### config.mk
export PLATFORM = sky130hd
export DESIGN_NAME = sample_tick_gen
export DESIGN_NICKNAME = d
export VERILOG_FILES = /design/src/rtl/sample_tick_gen.sv
export SDC_FILE = /design/constraint.sdc
export NUM_CORES = 1
export LEC_CHECK = 0
export ABC_AREA = 1
export ABC_CLOCK_PERIOD_IN_PS = 3100
export CORE_MARGIN = 3
export CORE_UTILIZATION = 50
export DETAILED_ROUTE_END_ITERATION = 7
export PLACE_DENSITY = 0.77
export SLEW_MARGIN = 30
export SYNTH_ARGS = -nofsm -noshare
export SYNTH_HDL_FRONTEND = slang
export SYNTH_SLANG_ARGS = --single-unit
### constraint.sdc
create_clock -name clk50 -period 3.1 [get_ports clk50]
set_clock_uncertainty 0.1 [all_clocks]
set_input_delay 0.465 -clock clk50 [delete_from_list [all_inputs] [get_ports clk50]]
set_output_delay 0.465 -clock clk50 [all_outputs]
set_load 0.01 [all_outputs]
### src/rtl/sample_tick_gen.sv
// Sample-rate tick generator. Divides clk50 down to an output sample
// strobe and tells the downstream read pointer how far to move on each
// sample: normal (1:1), slow (stretch each source sample over ratio+1
// ticks, optionally with interpolation indices) or fast (skip ratio+1
// source samples per tick).
module sample_tick_gen #(
    parameter int BASE_DIV = 4,
    parameter int RATIO_W  = 3
) (
    input  logic               clk50,
    input  logic               rst_n,
    input  logic               start,
    input  logic               stop,
    input  logic               pause,
    input  logic [1:0]         mode,
    input  logic [RATIO_W-1:0] ratio,
    input  logic               interp,
    input  logic               is_record,
    output logic               tick,
    output logic               adv,
    output logic [RATIO_W:0]   step,
    output logic [RATIO_W-1:0] interp_idx,
    output logic               interp_en,
    output logic               running
);

    localparam int CNT_W = (BASE_DIV > 2) ? $clog2(BASE_DIV) : 1;
    localparam logic [CNT_W-1:0] CNT_LAST = CNT_W'(BASE_DIV - 1);

    typedef enum logic [1:0] {
        ST_IDLE   = 2'd0,
        ST_RUN    = 2'd1,
        ST_PAUSED = 2'd2
    } state_t;

    state_t             state_q, state_d;
    logic [CNT_W-1:0]   cnt_q, cnt_d;
    logic [RATIO_W-1:0] idx_q, idx_d;
    logic [1:0]         mode_cur_q, mode_cur_d;
    logic [RATIO_W-1:0] ratio_cur_q, ratio_cur_d;
    logic               interp_cur_q, interp_cur_d;
    logic               rec_q, rec_d;
    logic               tick_q, tick_d;
    logic               adv_q, adv_d;
    logic [RATIO_W:0]   step_q, step_d;
    logic               interp_en_q, interp_en_d;
    logic               running_q, running_d;

    logic               eff_normal_s;
    logic               rec_rise_s;
    logic               idx_at_end_s;
    logic [RATIO_W-1:0] idx_next_s;

    // is_record overrides the latched mode immediately; ratio 0 is 1:1 in any mode
    assign eff_normal_s = (mode_cur_q == 2'b00) || (mode_cur_q == 2'b11) ||
                          is_record || (ratio_cur_q == {RATIO_W{1'b0}});
    assign rec_rise_s   = is_record & ~rec_q;
    assign idx_at_end_s = (idx_q >= ratio_cur_q);

    // Next-state, counters, latched configuration and output strobes
    always_comb begin
        state_d      = state_q;
        cnt_d        = cnt_q;
        idx_d        = idx_q;
        mode_cur_d   = mode_cur_q;
        ratio_cur_d  = ratio_cur_q;
        interp_cur_d = interp_cur_q;
        rec_d        = is_record;
        tick_d       = 1'b0;
        adv_d        = 1'b0;
        step_d       = step_q;
        interp_en_d  = interp_en_q;
        idx_next_s   = {RATIO_W{1'b0}};

        if (stop) begin
            // stop wins over start and pause in the same cycle
            state_d     = ST_IDLE;
            cnt_d       = {CNT_W{1'b0}};
            idx_d       = {RATIO_W{1'b0}};
            step_d      = {{RATIO_W{1'b0}}, 1'b1};
            interp_en_d = 1'b0;
        end else begin
            case (state_q)
                ST_IDLE: begin
                    if (start) begin
                        state_d      = ST_RUN;
                        cnt_d        = {CNT_W{1'b0}};
                        idx_d        = {RATIO_W{1'b0}};
                        mode_cur_d   = mode;
                        ratio_cur_d  = ratio;
                        interp_cur_d = interp;
                    end else begin
                        state_d = ST_IDLE;
                    end
                end
                ST_RUN, ST_PAUSED: begin
                    // pause is a level: counters only move while it is low
                    if (pause) begin
                        state_d = ST_PAUSED;
                    end else begin
                        state_d = ST_RUN;
                    end

                    if (rec_rise_s) begin
                        idx_d = {RATIO_W{1'b0}};
                    end else begin
                        idx_d = idx_q;
                    end

                    if (!pause) begin
                        if (cnt_q == CNT_LAST) begin
                            // base event: one output sample
                            cnt_d  = {CNT_W{1'b0}};
                            tick_d = 1'b1;
                            if (eff_normal_s) begin
                                idx_next_s  = {RATIO_W{1'b0}};
                                adv_d       = 1'b1;
                                step_d      = {{RATIO_W{1'b0}}, 1'b1};
                                interp_en_d = 1'b0;
                            end else if (mode_cur_q == 2'b01) begin
                                if (idx_at_end_s) begin
                                    idx_next_s = {RATIO_W{1'b0}};
                                end else begin
                                    idx_next_s = idx_q + {{(RATIO_W-1){1'b0}}, 1'b1};
                                end
                                adv_d       = idx_at_end_s;
                                step_d      = {{RATIO_W{1'b0}}, 1'b1};
                                interp_en_d = interp_cur_q;
                            end else begin
                                // fast: extra top bit keeps ratio max + 1 from overflowing
                                idx_next_s  = {RATIO_W{1'b0}};
                                adv_d       = 1'b1;
                                step_d      = {1'b0, ratio_cur_q} + {{RATIO_W{1'b0}}, 1'b1};
                                interp_en_d = 1'b0;
                            end
                            idx_d = idx_next_s;
                            // new settings only take effect at a stretch boundary
                            if (idx_next_s == {RATIO_W{1'b0}}) begin
                                mode_cur_d   = mode;
                                ratio_cur_d  = ratio;
                                interp_cur_d = interp;
                            end else begin
                                mode_cur_d   = mode_cur_q;
                                ratio_cur_d  = ratio_cur_q;
                                interp_cur_d = interp_cur_q;
                            end
                        end else begin
                            cnt_d = cnt_q + CNT_W'(1);
                        end
                    end else begin
                        cnt_d = cnt_q;
                    end
                end
                default: begin
                    state_d = ST_IDLE;
                    cnt_d   = {CNT_W{1'b0}};
                    idx_d   = {RATIO_W{1'b0}};
                end
            endcase
        end

        running_d = (state_d == ST_RUN);
    end

    // State and output registers with synchronous active-low reset
    always_ff @(posedge clk50) begin
        if (!rst_n) begin
            state_q      <= ST_IDLE;
            cnt_q        <= {CNT_W{1'b0}};
            idx_q        <= {RATIO_W{1'b0}};
            mode_cur_q   <= 2'b00;
            ratio_cur_q  <= {RATIO_W{1'b0}};
            interp_cur_q <= 1'b0;
            rec_q        <= 1'b0;
            tick_q       <= 1'b0;
            adv_q        <= 1'b0;
            step_q       <= {{RATIO_W{1'b0}}, 1'b1};
            interp_en_q  <= 1'b0;
            running_q    <= 1'b0;
        end else begin
            state_q      <= state_d;
            cnt_q        <= cnt_d;
            idx_q        <= idx_d;
            mode_cur_q   <= mode_cur_d;
            ratio_cur_q  <= ratio_cur_d;
            interp_cur_q <= interp_cur_d;
            rec_q        <= rec_d;
            tick_q       <= tick_d;
            adv_q        <= adv_d;
            step_q       <= step_d;
            interp_en_q  <= interp_en_d;
            running_q    <= running_d;
        end
    end

    assign tick       = tick_q;
    assign adv        = adv_q;
    assign step       = step_q;
    assign interp_idx = idx_q;
    assign interp_en  = interp_en_q;
    assign running    = running_q;

endmodule

==> run summary <==
Total number of vias: 1047. For this design the ratio of total power to cell area is 365.5 mW/mm^2. TritonCTS built the clock tree. The final HPWL from detailed placement was 1985 microns; the achievable frequency was 521.1 MHz.

From bottom edge to top edge, the die measures 55.80 microns. For the slack of the worst reg-to-reg path, the log shows 1.18 ns. Ranked by total cell area, the synthesized netlist is headed by sky130_fd_sc_hd__dfxtp_1 (36%), sky130_fd_sc_hd__ha_1 (10%), sky130_fd_sc_hd__nand2_1 (8.8%), sky130_fd_sc_hd__inv_1 (7.3%), sky130_fd_sc_hd__a21oi_1 (5.7%). Final critical delay including setup and external delays: 1.919 ns. In the synthesized netlist, the cells that appear most often are sky130_fd_sc_hd__nand2_1 (29), sky130_fd_sc_hd__inv_1 (24), sky130_fd_sc_hd__dfxtp_1 (22), sky130_fd_sc_hd__a21oi_1 (14), sky130_fd_sc_hd__nor2_1 (14). Sequential cells burn 54.5% of the power. The tools report the max-slew headroom at the worst pin as 74.62%. The tools report the worst reg2reg path endpoint as ratio_cur_q[2]$_SDFFE_PN0P_. After detailed routing, the average wire length per cell comes to 11.70 microns.

The worst setup path is launched from a register. The most common cell in the synthesized netlist is sky130_fd_sc_hd__nand2_1. The floorplan step set the die width to 55.80 microns. The tools report the number of setup buffers added after CTS as 0.

The flow ran to the end, and the final reports show no timing, DRC or antenna violations. Hold repair after CTS inserted 0 buffers. The tools report the cell count after synthesis as 158. The post-route netlist has 13.74% of its cells at a drive strength greater than 1. After synthesis, the netlist uses 27 different library cells. The run gives 212 as the total of fill cells in the finished design. The max-slew violation count was 0.

The total of warnings raised by yosys is 0, and the initial detailed-routing violation count is 17. The final number of hold-violating endpoints was 0. For the worst setup path, the data required time is 3.22 ns. For the number of gates given a new drive strength after cts, the log shows 0. The logs give 0.3308 mV for the worst supply voltage drop on vdd and 4291 microns for the wire length of the first global-routing pass. CTS placed an instance of sky130_fd_sc_hd__clkbuf_4 at the clock tree root. For this block, the routed nets add up to 2456 microns of wire.

The count of H-tree levels built during CTS is 1, and the count of boundary I/O pins is 23. The worst register-to-register path begins at interp_idx[0]$_SDFFE_PP0N_. Data arrives at the worst endpoint at 2.04 ns.

Main flop type after synthesis: sky130_fd_sc_hd__dfxtp_1. The total CTS buffers was 3; the total track usage was 17.49%. The floorplan step defined a die boundary enclosing 0.003114 sq mm.

The worst setup path is captured at a register. The post-route cell area is 0.001505 sq mm. In this run, synthesis inferred 0 flip-flops with an integrated enable. The number of placement rows was 17. Summed over all layers, the global routing overflow is 0.

Dividing the detail-routed via count by the number of cells gives 4.986. Setup repair after global routing left no endpoint under its margin. The count of final setup violators is 0, and the count of buffers from port buffering is 22. Along the worst path, the maximum fanout reaches 12. In this run the static leakage power is 0.6385 nW. The tightest hold path in the finished design has a slack of 0.3777 ns. The critical-path cell with the highest stage delay was sky130_fd_sc_hd__dfxtp_1. After clock tree synthesis, the clock-pin slew on the worst setup and hold paths is 0.12 ns.

The tools report the clock latency reported for the late side of the worst-skew pair as 0.31 ns. The tools report the startpoint of the most critical hold path as step[1]$_SDFFE_PP0P_. Number of global-route vias before repair: 1023. The run gives 13 as the largest net degree at the start of global routing. The run gives 17.0% as the part of the total power dissipated in combinational logic.

Along the worst hold path, the cell count comes to 2. Internal power comes to 404.2 uW. Routability-driven placement finished with a final weighted congestion of 0.7506.

The DRC violation count after routing is 0, and the standard cell area after detailed placement is 0.001469 sq mm. Total power for the finished layout comes to 550.2 uW. After routing, the total negative slack on setup checks comes to 0 ns.

The run gives 4 as the first-pass iteration count of the detailed router. sky130_fd_sc_hd__dfxtp_1 takes more of the synthesized area than any other cell. In this run the biggest area consumer among cell types represents 35.52% of the synthesized area. The path class of the tightest hold or removal check is reg -> reg. Of the total power, the clock network draws 28.6%. The slew at the pin closest to its max-slew limit was 0.3772 ns; the final layout net count was 205. The biggest cell delay along the critical path works out to 0.40 ns.

Counting cells, the worst reg-to-reg path comes to 13. The number of routed nets with antenna violations is 0, and the share of synthesized area occupied by flip-flops and latches is 35.52%. The path with the worst hold slack has its endpoint at step[1]$_SDFFE_PP0P_. Once the floorplan was initialized, standard cells occupied 54.48% of the core. The tree built by TritonCTS fans out to 22 sinks. The total of flip-flops plus latches after synthesis came out at 22. The most used cell along the critical path was sky130_fd_sc_hd__nand2_1. Summed over all nets, the switching power comes to 146.0 uW. The critical path is of the reg -> reg type. The tools report the max-capacitance violation count as 0.

Compared with the post-synthesis result, the final layout area differs by 21.39%. Initial antenna violation count: 0. Dividing the synthesized area by the synthesized cell count gives 7.848 sq um. The net count after synthesis came out at 180.

The switching share of total power works out to 26.53%. The signal on the critical path passes through inv_1 > ha_1 > inv_1 > nand2_1 > nand2_1 > nand2_1 > nand2_1 > nand3_2 > nand3_2 > nand2_2 > nand3_1 > nand2_1 > nor2_1. Post-route clock period utilization: 61.91%. After synthesis, the share of flip-flops with an asynchronous set or reset is 0%.

Maximum clock path buffer count: 2. The placeable core region was 0.002276 sq mm. The mapped netlist covers 0.001240 sq mm. 0 antenna diodes ended up in the layout.
-- per-layer routing --
layer	track usage (%)	wire length (microns)	up-vias
met5	0	0	-
met1	20.34	1104	467
li1	-	-	553
met2	30.07	1185	22
met4	7.292	44	0
met3	4.640	121	5
-- critical path: cells and delay by family, from the launching register on --
family	cells	cell delay (ns)
fa+ha+maj	1	0.30
buf+inv	2	0.15
flops	1	0.40
simple gates	10	0.88
-- power groups by stage --
stage          clock network [mW]  logic, mW  registers (mW)
3_3_place_gp                    0     0.0900           0.306
5_1_grt                     0.172      0.104           0.301
2_1_floorplan                   0     0.0673           0.304
6_report                    0.157     0.0933           0.300
3_5_place_dp                    0     0.0932           0.306
4_1_cts                     0.161     0.0940           0.300
-- registers in the layout, summed over array words and instances, names as in the netlist, 2 cells and up --
name and flops:
step 4, interp_idx 3, ratio_cur_q 3, cnt_q 2, mode_cur_q 2, state_q 2
-- worst max path at each step --
stage	from	endpoint	slack, ns	cells past startpoint
2_1_floorplan	interp_idx[0]$_SDFFE_PP0N_	ratio_cur_q[0]$_SDFFE_PN0P_	1.32	13
3_3_place_gp	is_record	mode_cur_q[0]$_SDFFE_PN0P_	1.00	9
3_5_place_dp	pause	step[0]$_SDFFE_PP1P_	0.96	9
4_1_cts	interp_idx[0]$_SDFFE_PP0N_	ratio_cur_q[2]$_SDFFE_PN0P_	1.17	13
5_1_grt	interp_idx[0]$_SDFFE_PP0N_	ratio_cur_q[2]$_SDFFE_PN0P_	1.0	13
6_report	interp_idx[0]$_SDFFE_PP0N_	ratio_cur_q[2]$_SDFFE_PN0P_	1.18	13
-- cell type report --
cell class / count / area [sq um] / area share, %
Tap cell: 28 / 35.03 / 2.328
Sequential cell: 22 / 440.4 / 29.26
Timing Repair Buffer: 23 / 227.7 / 15.13
Clock buffer: 4 / 36.28 / 2.411
Multi-Input combinational cell: 106 / 664.4 / 44.14
Inverter: 27 / 101.3 / 6.733
-- layout by cell type, fill, tap and decap left out --
| cell | n |
|---|---|
| sky130_fd_sc_hd__nor2_1 | 14 |
| sky130_fd_sc_hd__ha_1 | 10 |
| sky130_fd_sc_hd__o31ai_1 | 1 |
| sky130_fd_sc_hd__nor3_2 | 1 |
| sky130_fd_sc_hd__nand3_1 | 7 |
| sky130_fd_sc_hd__nor2_4 | 3 |
| sky130_fd_sc_hd__clkdlybuf4s50_1 | 22 |
| sky130_fd_sc_hd__o21a_1 | 2 |
| sky130_fd_sc_hd__buf_4 | 1 |
| sky130_fd_sc_hd__dfxtp_1 | 22 |
| sky130_fd_sc_hd__nor3_4 | 1 |
| sky130_fd_sc_hd__nor2_2 | 1 |
| sky130_fd_sc_hd__clkbuf_4 | 3 |
| sky130_fd_sc_hd__a21oi_1 | 14 |
| sky130_fd_sc_hd__nor4_1 | 1 |
| sky130_fd_sc_hd__inv_1 | 24 |
| sky130_fd_sc_hd__nand4_1 | 2 |
| sky130_fd_sc_hd__and2_2 | 1 |
| sky130_fd_sc_hd__inv_2 | 2 |
| sky130_fd_sc_hd__a21oi_2 | 1 |
| sky130_fd_sc_hd__nor3_1 | 2 |
| sky130_fd_sc_hd__nand3_2 | 6 |
| sky130_fd_sc_hd__nand2_4 | 2 |
| sky130_fd_sc_hd__clkbuf_8 | 1 |
| sky130_fd_sc_hd__nand2_1 | 29 |
| sky130_fd_sc_hd__nand2_2 | 1 |
| sky130_fd_sc_hd__clkinv_1 | 1 |
| sky130_fd_sc_hd__o211ai_2 | 1 |
| sky130_fd_sc_hd__o21ai_0 | 4 |
| sky130_fd_sc_hd__xor2_1 | 2 |
-- cell families after synthesis --
logic type | share of synthesized area [%]
compound gates | 10.80
xor+xnor | 1.413
fa+ha+maj | 10.09
buf+inv | 10.90
flops | 35.52
simple gates | 31.28
-- per-stage QoR --
| stage | utilization (%) | setup slack (ns) | cells |
|---|---|---|---|
| global route | 66.14 | 0.9998 | 210 |
| global placement | 64.54 | 1.002 | 206 |
| floorplan | - | 1.324 | 158 |
| finish | 66.14 | 1.181 | 210 |
| CTS | 66.14 | 1.166 | 210 |
| detailed placement | 64.54 | 0.9608 | 206 |
No activity file was read; power rests on OpenSTA's default activity.
==> patch (config.mk and constraints unchanged) <==
Set the parameter `BASE_DIV` to 8 (it was 4).
--- a/src/rtl/sample_tick_gen.sv
+++ b/src/rtl/sample_tick_gen.sv
@@ -5,5 +5,5 @@
 // source samples per tick).
 module sample_tick_gen #(
-    parameter int BASE_DIV = 4,
+    parameter int BASE_DIV = 8,
     parameter int RATIO_W  = 3
 ) (
Function: changed (a bounded check fails within 10 cycles, from zero or initial values and one cycle with rst_n low).
==> patch against the unedited design <==
  * Wire length decreased by 1.5%
  * Total power decreased by 2.0%
  * Worst setup slack improved by 0.0025 ns
  * Count of clock-buffer cells in the layout decreased by 1
  * Combinational power decreased by 7.6%
  * Cell area decreased by 0.91%
  * Sequential cell count increased by 1
  * Via count increased by 2.9%
  * Synthesized area decreased by 0.20%
  * Sequential share of layout area increased by 1.6 points
  * Utilization decreased by 0.60 points
  * Critical path type unchanged
  * Highest routed layer unchanged
==> patch: results (changes against the unedited design) <==
| Metric | Value |
|---|---|
| Hold wc startpoint | `step[2] (was step[1])` |
| Sw power | `0.000147 W (was 0.000146 W)` |
| CP max stage delay | `0.38 ns (was 0.40 ns)` |
| Initial drt markers | `29 (was 17)` |
| Reg-to-reg startpoint | `cnt_q[0] (was interp_idx[0])` |
| Static leakage | `0.662 nW (was 0.639 nW)` |
| Biggest fanout along the worst timing path | `7 (was 12)` |
| Synth area leaders | `dfxtp_1 37%, ha_1 11%, nand2_1 9.1%, inv_1 8.5%, a21oi_1 5.7% (was dfxtp_1 36%, ha_1 10%, nand2_1 8.8%, inv_1 7.3%, a21oi_1 5.7%)` |
| Slew @ Worst Pin | `0.413 ns (was 0.377 ns)` |
| Setup slack, reg-to-reg | `1.18 ns (about the same)` |
| Fillers | `192 (was 212)` |
| WHS | `0.372 ns (was 0.378 ns)` |
| DP Wirelength | `1930 um (was 1980 um)` |
| Share of post-route cells with drive strength above 1 | `10.6% (was 13.7%)` |
| Via Count | `1077 (was 1047)` |
| Setup crit start | `cnt_q[0] (was interp_idx[0])` |
| Syn avg cell area | `7.55 um2 (was 7.85 um2)` |
| Max reg flops | `4 (unchanged)` |
| Maximum vdd drop | `0.000269 V (was 0.000331 V)` |
| Drt total wl | `2420 um (was 2460 um)` |
| Worst r2r path cells | `10 (was 13)` |
| Gpl congestion | `0.811 (was 0.751)` |
| Hold Path Sink | `step[2] (was step[1])` |
| Placed Area | `0.00146 mm2 (was 0.00147 mm2)` |
| CP Data Arrival Time | `2.07 ns (was 2.04 ns)` |
| Post-synth cell types | `24 (was 27)` |
| Place WS | `0.975 ns (was 0.961 ns)` |
| GR Util met1 | `21.4% (was 20.3%)` |
| First-pass GRT wire length | `4260 um (was 4290 um)` |
| Status | `complete, no violations (unchanged)` |
| Fin crit share | `61.8% (was 61.9%)` |
| Vias per std cell | `4.99 (about the same)` |
| M3 GR Usage | `2.09% (was 4.64%)` |
| Drt pass-1 iters | `6 (was 4)` |
| End point of the critical path | `step[3] (was ratio_cur_q[2])` |
| Vias in the first global route | `1008 (was 1023)` |
| Syn_nets | `187 (was 180)` |
| Top cells by count, synth | `30 x nand2_1, 28 x inv_1, 23 x dfxtp_1 (was 29 x nand2_1, 24 x inv_1, 22 x dfxtp_1)` |
| Seq/Total Area, Yosys | `37.2% (was 35.5%)` |
==> patch: layout make-up <==
cell class,count,area (um2),share of cell area [%]
multi-input combinational,108,628,42.1
sequential,23,460,30.9
timing repair buffer,23,228,15.3
inverter,30,113,7.55
tap,28,35.0,2.35
clock buffer,3,22.5,1.51
clock inverter,1,5.00,0.336
==> patch: cell families after synthesis <==
group	synth area share [%]
adders and majority gates	11.1
buffers and inverters	12.0
xor gates and xnor gates	0.708
AOI/OAI and AO/OA	10.8
and+or+nand+nor	28.1
DFF	37.2
==> patch: power by group through the flow <==
stage               logic [W]  clock network (W)  registers [W]
finish              0.0000862           0.000139       0.000313
floorplan           0.0000607                  0       0.000318
detailed placement  0.0000867                  0       0.000320
global route        0.0000989           0.000156       0.000315
global placement    0.0000841                  0       0.000319
CTS                 0.0000869           0.000147       0.000313
==> patch: per-layer routing <==
metal / wire, um / vias to the layer above
met3: 100 / 3
met5: 0 / -
met2: 1170 / 27
met1: 1130 / 477
met4: 24 / 0
li1: - / 570
